$ cat config.mk
export PLATFORM = sky130hd
export DESIGN_NAME = edge_mem_port_arbiter_flat
export DESIGN_NICKNAME = d
export VERILOG_FILES = /design/src/rtl/edge_mem_port_arbiter_pkg.sv /design/src/rtl/edge_mem_port_arbiter_if.sv /design/src/rtl/edge_mem_port_arbiter_rr_arbiter.sv /design/src/rtl/edge_mem_port_arbiter.sv /design/src/flat_wrapper.sv
export SDC_FILE = /design/constraint.sdc
export NUM_CORES = 1
export LEC_CHECK = 0
export ABC_AREA = 1
export BUFFER_PORTS_ARGS = -buffer_cell sky130_fd_sc_hd__buf_2
export CAP_MARGIN = 40
export CORE_AREA = 3 3 133 135
export DETAILED_ROUTE_END_ITERATION = 16
export DIE_AREA = 0 0 136 138
export REMOVE_ABC_BUFFERS = 1
export SKIP_LAST_GASP = 1
export SYNTH_ARGS = -nofsm -noshare
export SYNTH_HDL_FRONTEND = slang
export SYNTH_HIERARCHICAL = 1
export SYNTH_SLANG_ARGS = --single-unit
$ cat constraint.sdc
create_clock -name i_clk -period 2.5 [get_ports i_clk]
set_input_delay 0.25 -clock i_clk [delete_from_list [all_inputs] [get_ports i_clk]]
set_output_delay 0.25 -clock i_clk [all_outputs]
set_load 0.005 [all_outputs]
$ cat src/rtl/edge_mem_port_arbiter_pkg.sv
// Shared types for the memory-port arbiter and its round-robin helper.
package edge_mem_port_arbiter_pkg;

  typedef enum logic [1:0] {
    ARB_IDLE  = 2'd0,
    ARB_ISSUE = 2'd1,
    ARB_WAIT  = 2'd2
  } arb_state_e;

endpackage

$ cat src/rtl/edge_mem_port_arbiter_if.sv
// Requester-side and memory-side buses of the shared memory port.
interface edge_mem_port_arbiter_req_if #(
  parameter int NUM_REQ = 3,
  parameter int ADDR_W  = 32,
  parameter int DATA_W  = 32
);
  logic [NUM_REQ-1:0]        req_valid;
  logic [NUM_REQ*ADDR_W-1:0] req_addr;
  logic [NUM_REQ*DATA_W-1:0] req_wdata;
  logic [NUM_REQ-1:0]        req_we;
  logic [NUM_REQ-1:0]        req_last;
  logic [NUM_REQ-1:0]        req_ready;
  logic [NUM_REQ-1:0]        rsp_valid;
  logic [DATA_W-1:0]         rsp_rdata;
  logic                      rsp_err;

  modport master (
    output req_valid, req_addr, req_wdata, req_we, req_last,
    input  req_ready, rsp_valid, rsp_rdata, rsp_err
  );

  modport slave (
    input  req_valid, req_addr, req_wdata, req_we, req_last,
    output req_ready, rsp_valid, rsp_rdata, rsp_err
  );
endinterface

interface edge_mem_port_arbiter_mem_if #(
  parameter int ADDR_W = 32,
  parameter int DATA_W = 32
);
  logic              mem_valid;
  logic [ADDR_W-1:0] mem_addr;
  logic [DATA_W-1:0] mem_wdata;
  logic              mem_we;
  logic              mem_ready;
  logic              mem_rvalid;
  logic [DATA_W-1:0] mem_rdata;

  modport master (
    output mem_valid, mem_addr, mem_wdata, mem_we,
    input  mem_ready, mem_rvalid, mem_rdata
  );

  modport slave (
    input  mem_valid, mem_addr, mem_wdata, mem_we,
    output mem_ready, mem_rvalid, mem_rdata
  );
endinterface

$ cat src/rtl/edge_mem_port_arbiter_rr_arbiter.sv
// Combinational round-robin picker: first requester above last_owner, wrapping.
module rr_arbiter #(
  parameter  int NUM_REQ = 3,
  localparam int ID_W    = $clog2(NUM_REQ)
) (
  input  logic [NUM_REQ-1:0] i_req_vec,
  input  logic [ID_W-1:0]    i_last_owner,
  output logic [ID_W-1:0]    o_gnt_id,
  output logic               o_gnt_any
);

  logic [ID_W-1:0] w_idx;

  // Scan from the farthest offset down so the nearest requester after last_owner wins.
  always_comb begin
    o_gnt_id  = '0;
    o_gnt_any = 1'b0;
    w_idx     = '0;
    for (int k = NUM_REQ; k >= 1; k--) begin
      w_idx = ID_W'((int'(i_last_owner) + k) % NUM_REQ);
      if (i_req_vec[w_idx]) begin
        o_gnt_id  = w_idx;
        o_gnt_any = 1'b1;
      end
    end
  end

endmodule

$ cat src/rtl/edge_mem_port_arbiter.sv
// Shares one memory port between NUM_REQ masters: round-robin grant, burst lock,
// one outstanding beat, and a response watchdog that returns an error on a dead slave.
module edge_mem_port_arbiter
  import edge_mem_port_arbiter_pkg::*;
#(
  parameter  int NUM_REQ   = 3,
  parameter  int ADDR_W    = 32,
  parameter  int DATA_W    = 32,
  parameter  int MAX_BURST = 8,
  parameter  int TIMEOUT   = 255,
  localparam int ID_W      = $clog2(NUM_REQ)
) (
  input  logic                        i_clk,
  input  logic                        i_rst,
  edge_mem_port_arbiter_req_if.slave  req_bus,
  edge_mem_port_arbiter_mem_if.master mem_bus,
  output logic                        o_grant_valid,
  output logic [ID_W-1:0]             o_grant_id,
  output logic                        o_timeout_irq,
  input  logic                        i_irq_clr
);

  localparam int BEAT_W = $clog2(MAX_BURST + 1);
  localparam int WD_W   = $clog2(TIMEOUT + 1);
  localparam logic [BEAT_W-1:0] BEAT_MAX = BEAT_W'(MAX_BURST);
  localparam logic [WD_W-1:0]   WD_LAST  = WD_W'(TIMEOUT - 1);

  arb_state_e         r_state;
  arb_state_e         w_state_nxt;
  logic [ID_W-1:0]    r_owner;
  logic [ID_W-1:0]    r_last_owner;
  logic [BEAT_W-1:0]  r_beat_cnt;
  logic [WD_W-1:0]    r_wd_cnt;
  logic               r_last;
  logic               r_irq;

  logic [ID_W-1:0]    w_arb_id;
  logic               w_arb_any;
  logic [NUM_REQ-1:0] w_owner_oh;
  logic               w_owner_valid;
  logic               w_in_issue;
  logic               w_mem_valid;
  logic               w_accept;
  logic               w_rsp_fire;
  logic               w_wd_expire;
  logic               w_burst_done;

  rr_arbiter #(.NUM_REQ(NUM_REQ)) u_rr (
    .i_req_vec    (req_bus.req_valid),
    .i_last_owner (r_last_owner),
    .o_gnt_id     (w_arb_id),
    .o_gnt_any    (w_arb_any)
  );

  assign w_owner_oh    = NUM_REQ'(1) << r_owner;
  assign w_owner_valid = req_bus.req_valid[r_owner];
  assign w_in_issue    = (r_state == ARB_ISSUE);
  assign w_accept      = w_mem_valid & mem_bus.mem_ready;
  assign w_burst_done  = r_last || (r_beat_cnt == BEAT_MAX);

  always_comb begin
    w_state_nxt = r_state;
    w_mem_valid = 1'b0;
    w_rsp_fire  = 1'b0;
    w_wd_expire = 1'b0;
    case (r_state)
      ARB_IDLE: begin
        if (w_arb_any) w_state_nxt = ARB_ISSUE;
      end
      ARB_ISSUE: begin
        w_mem_valid = w_owner_valid;
        if (!w_owner_valid)         w_state_nxt = ARB_IDLE;
        else if (mem_bus.mem_ready) w_state_nxt = ARB_WAIT;
      end
      ARB_WAIT: begin
        // A response arriving on the expiry cycle still counts as a good response.
        if (mem_bus.mem_rvalid) begin
          w_rsp_fire  = 1'b1;
          w_state_nxt = w_burst_done ? ARB_IDLE : ARB_ISSUE;
        end else if (r_wd_cnt == WD_LAST) begin
          w_wd_expire = 1'b1;
          w_state_nxt = ARB_IDLE;
        end
      end
      default: w_state_nxt = ARB_IDLE;
    endcase
  end

  assign mem_bus.mem_valid = w_mem_valid;
  assign mem_bus.mem_addr  = w_in_issue ? req_bus.req_addr[int'(r_owner)*ADDR_W +: ADDR_W] : '0;
  assign mem_bus.mem_wdata = w_in_issue ? req_bus.req_wdata[int'(r_owner)*DATA_W +: DATA_W] : '0;
  assign mem_bus.mem_we    = w_in_issue & req_bus.req_we[r_owner];

  assign req_bus.req_ready = w_accept ? w_owner_oh : '0;
  assign req_bus.rsp_valid = (w_rsp_fire | w_wd_expire) ? w_owner_oh : '0;
  assign req_bus.rsp_rdata = w_rsp_fire ? mem_bus.mem_rdata : '0;
  assign req_bus.rsp_err   = w_wd_expire;

  assign o_grant_valid = (r_state != ARB_IDLE);
  assign o_grant_id    = r_owner;
  assign o_timeout_irq = r_irq;

  always_ff @(posedge i_clk) begin
    if (i_rst) begin
      r_state      <= ARB_IDLE;
      r_owner      <= '0;
      r_last_owner <= ID_W'(NUM_REQ - 1);
      r_beat_cnt   <= '0;
      r_wd_cnt     <= '0;
      r_last       <= 1'b0;
      r_irq        <= 1'b0;
    end else begin
      r_state <= w_state_nxt;
      if (r_state == ARB_IDLE && w_arb_any) begin
        r_owner    <= w_arb_id;
        r_beat_cnt <= '0;
      end
      if (w_accept) begin
        r_last     <= req_bus.req_last[r_owner];
        r_beat_cnt <= r_beat_cnt + 1'b1;
        r_wd_cnt   <= '0;
      end else if (r_state == ARB_WAIT) begin
        r_wd_cnt <= r_wd_cnt + 1'b1;
      end
      // Any exit to IDLE (burst end, owner drop, abort) moves the rotation past the owner.
      if (r_state != ARB_IDLE && w_state_nxt == ARB_IDLE) r_last_owner <= r_owner;
      if (w_wd_expire)    r_irq <= 1'b1;
      else if (i_irq_clr) r_irq <= 1'b0;
    end
  end

endmodule
$ cat src/flat_wrapper.sv
// flat-port wrapper written by rule: the top's interface ports become plain ports
module edge_mem_port_arbiter_flat import edge_mem_port_arbiter_pkg::*;
#(
  parameter  int NUM_REQ   = 3,
  parameter  int ADDR_W    = 32,
  parameter  int DATA_W    = 32,
  parameter  int MAX_BURST = 8,
  parameter  int TIMEOUT   = 255,
  localparam int ID_W      = $clog2(NUM_REQ)
)
  (i_clk, i_rst, o_grant_valid, o_grant_id, o_timeout_irq, i_irq_clr, req_bus_req_valid, req_bus_req_addr, req_bus_req_wdata, req_bus_req_we, req_bus_req_last, req_bus_req_ready, req_bus_rsp_valid, req_bus_rsp_rdata, req_bus_rsp_err, mem_bus_mem_valid, mem_bus_mem_addr, mem_bus_mem_wdata, mem_bus_mem_we, mem_bus_mem_ready, mem_bus_mem_rvalid, mem_bus_mem_rdata);
  edge_mem_port_arbiter_req_if #(.NUM_REQ(NUM_REQ), .ADDR_W(ADDR_W), .DATA_W(DATA_W)) req_bus_i ();
  edge_mem_port_arbiter_mem_if #(.ADDR_W(ADDR_W), .DATA_W(DATA_W)) mem_bus_i ();
  input  logic i_clk;
  input  logic i_rst;
  output logic o_grant_valid;
  output logic [ID_W-1:0] o_grant_id;
  output logic o_timeout_irq;
  input  logic i_irq_clr;
  input wire logic [$bits(req_bus_i.req_valid)-1:0] req_bus_req_valid;
  input wire logic [$bits(req_bus_i.req_addr)-1:0] req_bus_req_addr;
  input wire logic [$bits(req_bus_i.req_wdata)-1:0] req_bus_req_wdata;
  input wire logic [$bits(req_bus_i.req_we)-1:0] req_bus_req_we;
  input wire logic [$bits(req_bus_i.req_last)-1:0] req_bus_req_last;
  output wire logic [$bits(req_bus_i.req_ready)-1:0] req_bus_req_ready;
  output wire logic [$bits(req_bus_i.rsp_valid)-1:0] req_bus_rsp_valid;
  output wire logic [$bits(req_bus_i.rsp_rdata)-1:0] req_bus_rsp_rdata;
  output wire logic [$bits(req_bus_i.rsp_err)-1:0] req_bus_rsp_err;
  output wire logic [$bits(mem_bus_i.mem_valid)-1:0] mem_bus_mem_valid;
  output wire logic [$bits(mem_bus_i.mem_addr)-1:0] mem_bus_mem_addr;
  output wire logic [$bits(mem_bus_i.mem_wdata)-1:0] mem_bus_mem_wdata;
  output wire logic [$bits(mem_bus_i.mem_we)-1:0] mem_bus_mem_we;
  input wire logic [$bits(mem_bus_i.mem_ready)-1:0] mem_bus_mem_ready;
  input wire logic [$bits(mem_bus_i.mem_rvalid)-1:0] mem_bus_mem_rvalid;
  input wire logic [$bits(mem_bus_i.mem_rdata)-1:0] mem_bus_mem_rdata;
  assign req_bus_i.req_valid = req_bus_req_valid;
  assign req_bus_i.req_addr = req_bus_req_addr;
  assign req_bus_i.req_wdata = req_bus_req_wdata;
  assign req_bus_i.req_we = req_bus_req_we;
  assign req_bus_i.req_last = req_bus_req_last;
  assign req_bus_req_ready = req_bus_i.req_ready;
  assign req_bus_rsp_valid = req_bus_i.rsp_valid;
  assign req_bus_rsp_rdata = req_bus_i.rsp_rdata;
  assign req_bus_rsp_err = req_bus_i.rsp_err;
  assign mem_bus_mem_valid = mem_bus_i.mem_valid;
  assign mem_bus_mem_addr = mem_bus_i.mem_addr;
  assign mem_bus_mem_wdata = mem_bus_i.mem_wdata;
  assign mem_bus_mem_we = mem_bus_i.mem_we;
  assign mem_bus_i.mem_ready = mem_bus_mem_ready;
  assign mem_bus_i.mem_rvalid = mem_bus_mem_rvalid;
  assign mem_bus_i.mem_rdata = mem_bus_mem_rdata;
  edge_mem_port_arbiter #(.NUM_REQ(NUM_REQ), .ADDR_W(ADDR_W), .DATA_W(DATA_W), .MAX_BURST(MAX_BURST), .TIMEOUT(TIMEOUT)) u_core (.i_clk(i_clk), .i_rst(i_rst), .req_bus(req_bus_i), .mem_bus(mem_bus_i), .o_grant_valid(o_grant_valid), .o_grant_id(o_grant_id), .o_timeout_irq(o_timeout_irq), .i_irq_clr(i_irq_clr));
endmodule
==> key figures <==
Status
  • Status: complete, no violations

Clock network
  • Postcts setup bufs: 0
  • Clk Tree Root Cell: clkbuf_16
  • Post-cts hold buffer count: 0
  • Cts bufs inserted: 3
  • CTS tree: done
  • Clk Latency, worst-skew pair: 0.25 ns
  • H-Tree Level Count: 1
  • Clock sink count: 20
  • Longest Clk Path Bufs: 2
  • Reg clk slew, reported paths: 0.06 ns
  • # resized after CTS: 0

STA
  • Fin Setup TNS: 0 ns
  • Slew Limit Fails: 0
  • Fin crit share: 85.9%
  • Worst setup margin: 0.353 ns
  • Hold Slack: 0.256 ns
  • Final setup viols: 0
  • FMAX: 0.466 GHz
  • Max transition margin: 66.1%
  • RSZ-0062 raised after global routing: false
  • Least-Margin Pin Slew: 0.507 ns
  • Post-route minimum period: 2.15 ns
  • Clk_skew: 0.00149 ns
  • Final Hold Vio Count: 0

Synth
  • Distinct cell type count after synthesis: 26
  • Post-synthesis instance total: 684
  • Asr flop ratio synth: 0%
  • Synthesized flop and latch total: 20
  • Seq/Total Area, Yosys: 12.2%
  • Mean Syn Cell Area: 4.81 um2
  • Yosys warns: 6
  • Netlist Area Pre-Place: 3290 um2
  • Post-synth top flop: dfxtp_1
  • Number of synthesized flops with an enable pin: 0

Global routing
  • Antenna violations before repair: 4
  • GRT Residual Overflow: 0
  • Largest net degree at the start of global routing: 68
  • Overall Global Routing Usage: 15.9%
  • First-pass GRT wire length: 24.7 mm
  • Vias in the first global route: 4870

Die
  • Starting Density: 19.9%
  • Die area: 18800 um2
  • Die width: 136 um
  • Core box area: 16600 um2
  • Die Span Y: 138 um
  • Row Count: 47
  • # IOs: 347

Drt
  • Drt pass-1 iters: 5
  • DR iter-0 viols: 341
  • Drc violations: 0
  • Final WL: 16.4 mm
  • Vias: 5247
  • Via/cell ratio: 4.28
  • Routed Antenna Nets: 0
  • Drt wl/cell: 13.4 um

Layout
  • Layout cell share with drive strength beyond 1: 37.6%
  • Layout area overhead: 63.5%
  • Post-route insts no fill: 1226
  • Fin nets: 1249
  • Commonest non-fill, non-tap cells in the layout: 346 x buf_2, 235 x nand2_1, 150 x nand3_1, 122 x inv_1, 56 x nor2_1
  • Final core occ: 32.5%
  • Most common cell after layout, fill and taps aside: buf_2

Placed design
  • DP Worst Slack: 0.476 ns
  • Placed cells: 1218
  • Hpwl dp: 12.8 mm
  • IO buf count: 346
  • Final RePlAce weighted congestion: 0.918

Worst setup path
  • Critical Path Most Common Cell: nand2_1
  • Worst setup EP type: output pin
  • Crit-path cells: inv_2 -> nor2_4 -> buf_12 -> nand2_1 -> nand3_1 -> nand2_1 -> inv_1 -> buf_2
  • CP required: 2.25 ns
  • Setup CP Type: reg2out
  • CP Data Arrival Time: 1.90 ns
  • Critical Path Max Stage Delay: 0.47 ns
  • Flop2flop setup slack: 0.45 ns
  • Critical Path Fanout Max: 28
  • Critical Path Source Type: flip-flop
  • Critical-path cell with the highest stage delay: dfxtp_1

Run
  • Max-Cap Viols: 0

Power and ir drop
  • Pwr Density: 717 nW/um2
  • Leak: 3.68 nW
  • Worst VDD drop: 0.981 mV

Worst hold path
  • Worst Hold Class: in2reg
critical path, delay by kind of cell (launching register included):
family,cells,cell delay (ns)
flip-flops,1,0.47
buffers and inverters,4,0.58
AND/OR/NAND/NOR,4,0.58
per-layer routing:
layer	share of wire, %	vias to the layer above	track usage [%]	routed length, um
met5	0	-	0	0
met4	1.8	0	3.02	289
met3	8.7	22	2.83	1430
met2	49	214	29.3	8100
met1	40	2300	19.2	6610
li1	-	2711	-	-
registers in the layout, indices dropped and copies added, names as in the netlist:
signal and flops:
u_core/o_grant_id 2, u_core/o_timeout_irq 1, u_core/r_beat_cnt 4, u_core/r_last 1, u_core/r_last_owner 2, u_core/r_state 2
u_core/r_wd_cnt 8
final cells by class:
class	instances	area (um2)
inverter	131	492
fill	1928	11200
sequential	20	402
timing repair buffer	354	1870
clock buffer	3	75.1
tap	220	275
multi-input combinational	493	2230
antenna	4	10.0
clock inverter	1	30.0
metrics by stage:
step | area, um2 | total power, W
6_report | 5380 | 0.00386
5_1_grt | 5380 | 0.00426
4_1_cts | 5370 | 0.00389
3_5_place_dp | 5270 | 0.00344
3_3_place_gp | 5270 | 0.00343
2_1_floorplan | 3110 | 0.00216
path summary, 6_finish.rpt:
kind | depth (start not counted) | endpoint | start
max | 8 | mem_bus_mem_addr[23] | u_core/o_grant_id[1]$_SDFFE_PP0P_
min | 2 | u_core/o_timeout_irq$_SDFFE_PP0P_ | i_rst
max reg2reg | 12 | u_core/r_last_owner[0]$_SDFFE_PP0P_ | u_core/r_last_owner[0]$_SDFFE_PP0P_
min reg2reg | 2 | u_core/r_last$_SDFFE_PP0P_ | u_core/r_last$_SDFFE_PP0P_
report_power, final:
part           total, W  internal, W  switching, W
clock network  0.000443     0.000318      0.000125
logic           0.00299      0.00115       0.00184
registers      0.000425     0.000365     0.0000599
synthesized netlist by cell type, drive strengths merged (2+ instances only):
master | instances | share of area (%)
o21ai | 9 | 1.4
buf | 21 | 3.3
ha | 8 | 3.0
dfxtp | 20 | 12
a21oi | 13 | 2.1
nand2 | 236 | 27
nand3 | 153 | 24
xor2 | 4 | 1.1
nor3 | 4 | 0.61
nor2 | 60 | 7.2
inv | 131 | 15
xnor2 | 2 | 0.53
clkbuf | 19 | 2.2
cell families (layout without fill, tap and decap cells):
kind of cell	count (synthesis)	count (layout)	share of synthesized area, %
AO/OA/AOI/OAI	22	22	3.46
XOR/XNOR	6	6	1.60
adder cells (fa/ha/maj)	8	8	3.04
buffers and inverters	171	489	20.4
flip-flops	20	20	12.2
other	0	4	0
AND/OR/NAND/NOR	457	457	59.3
(Power assumes the default switching activity.)
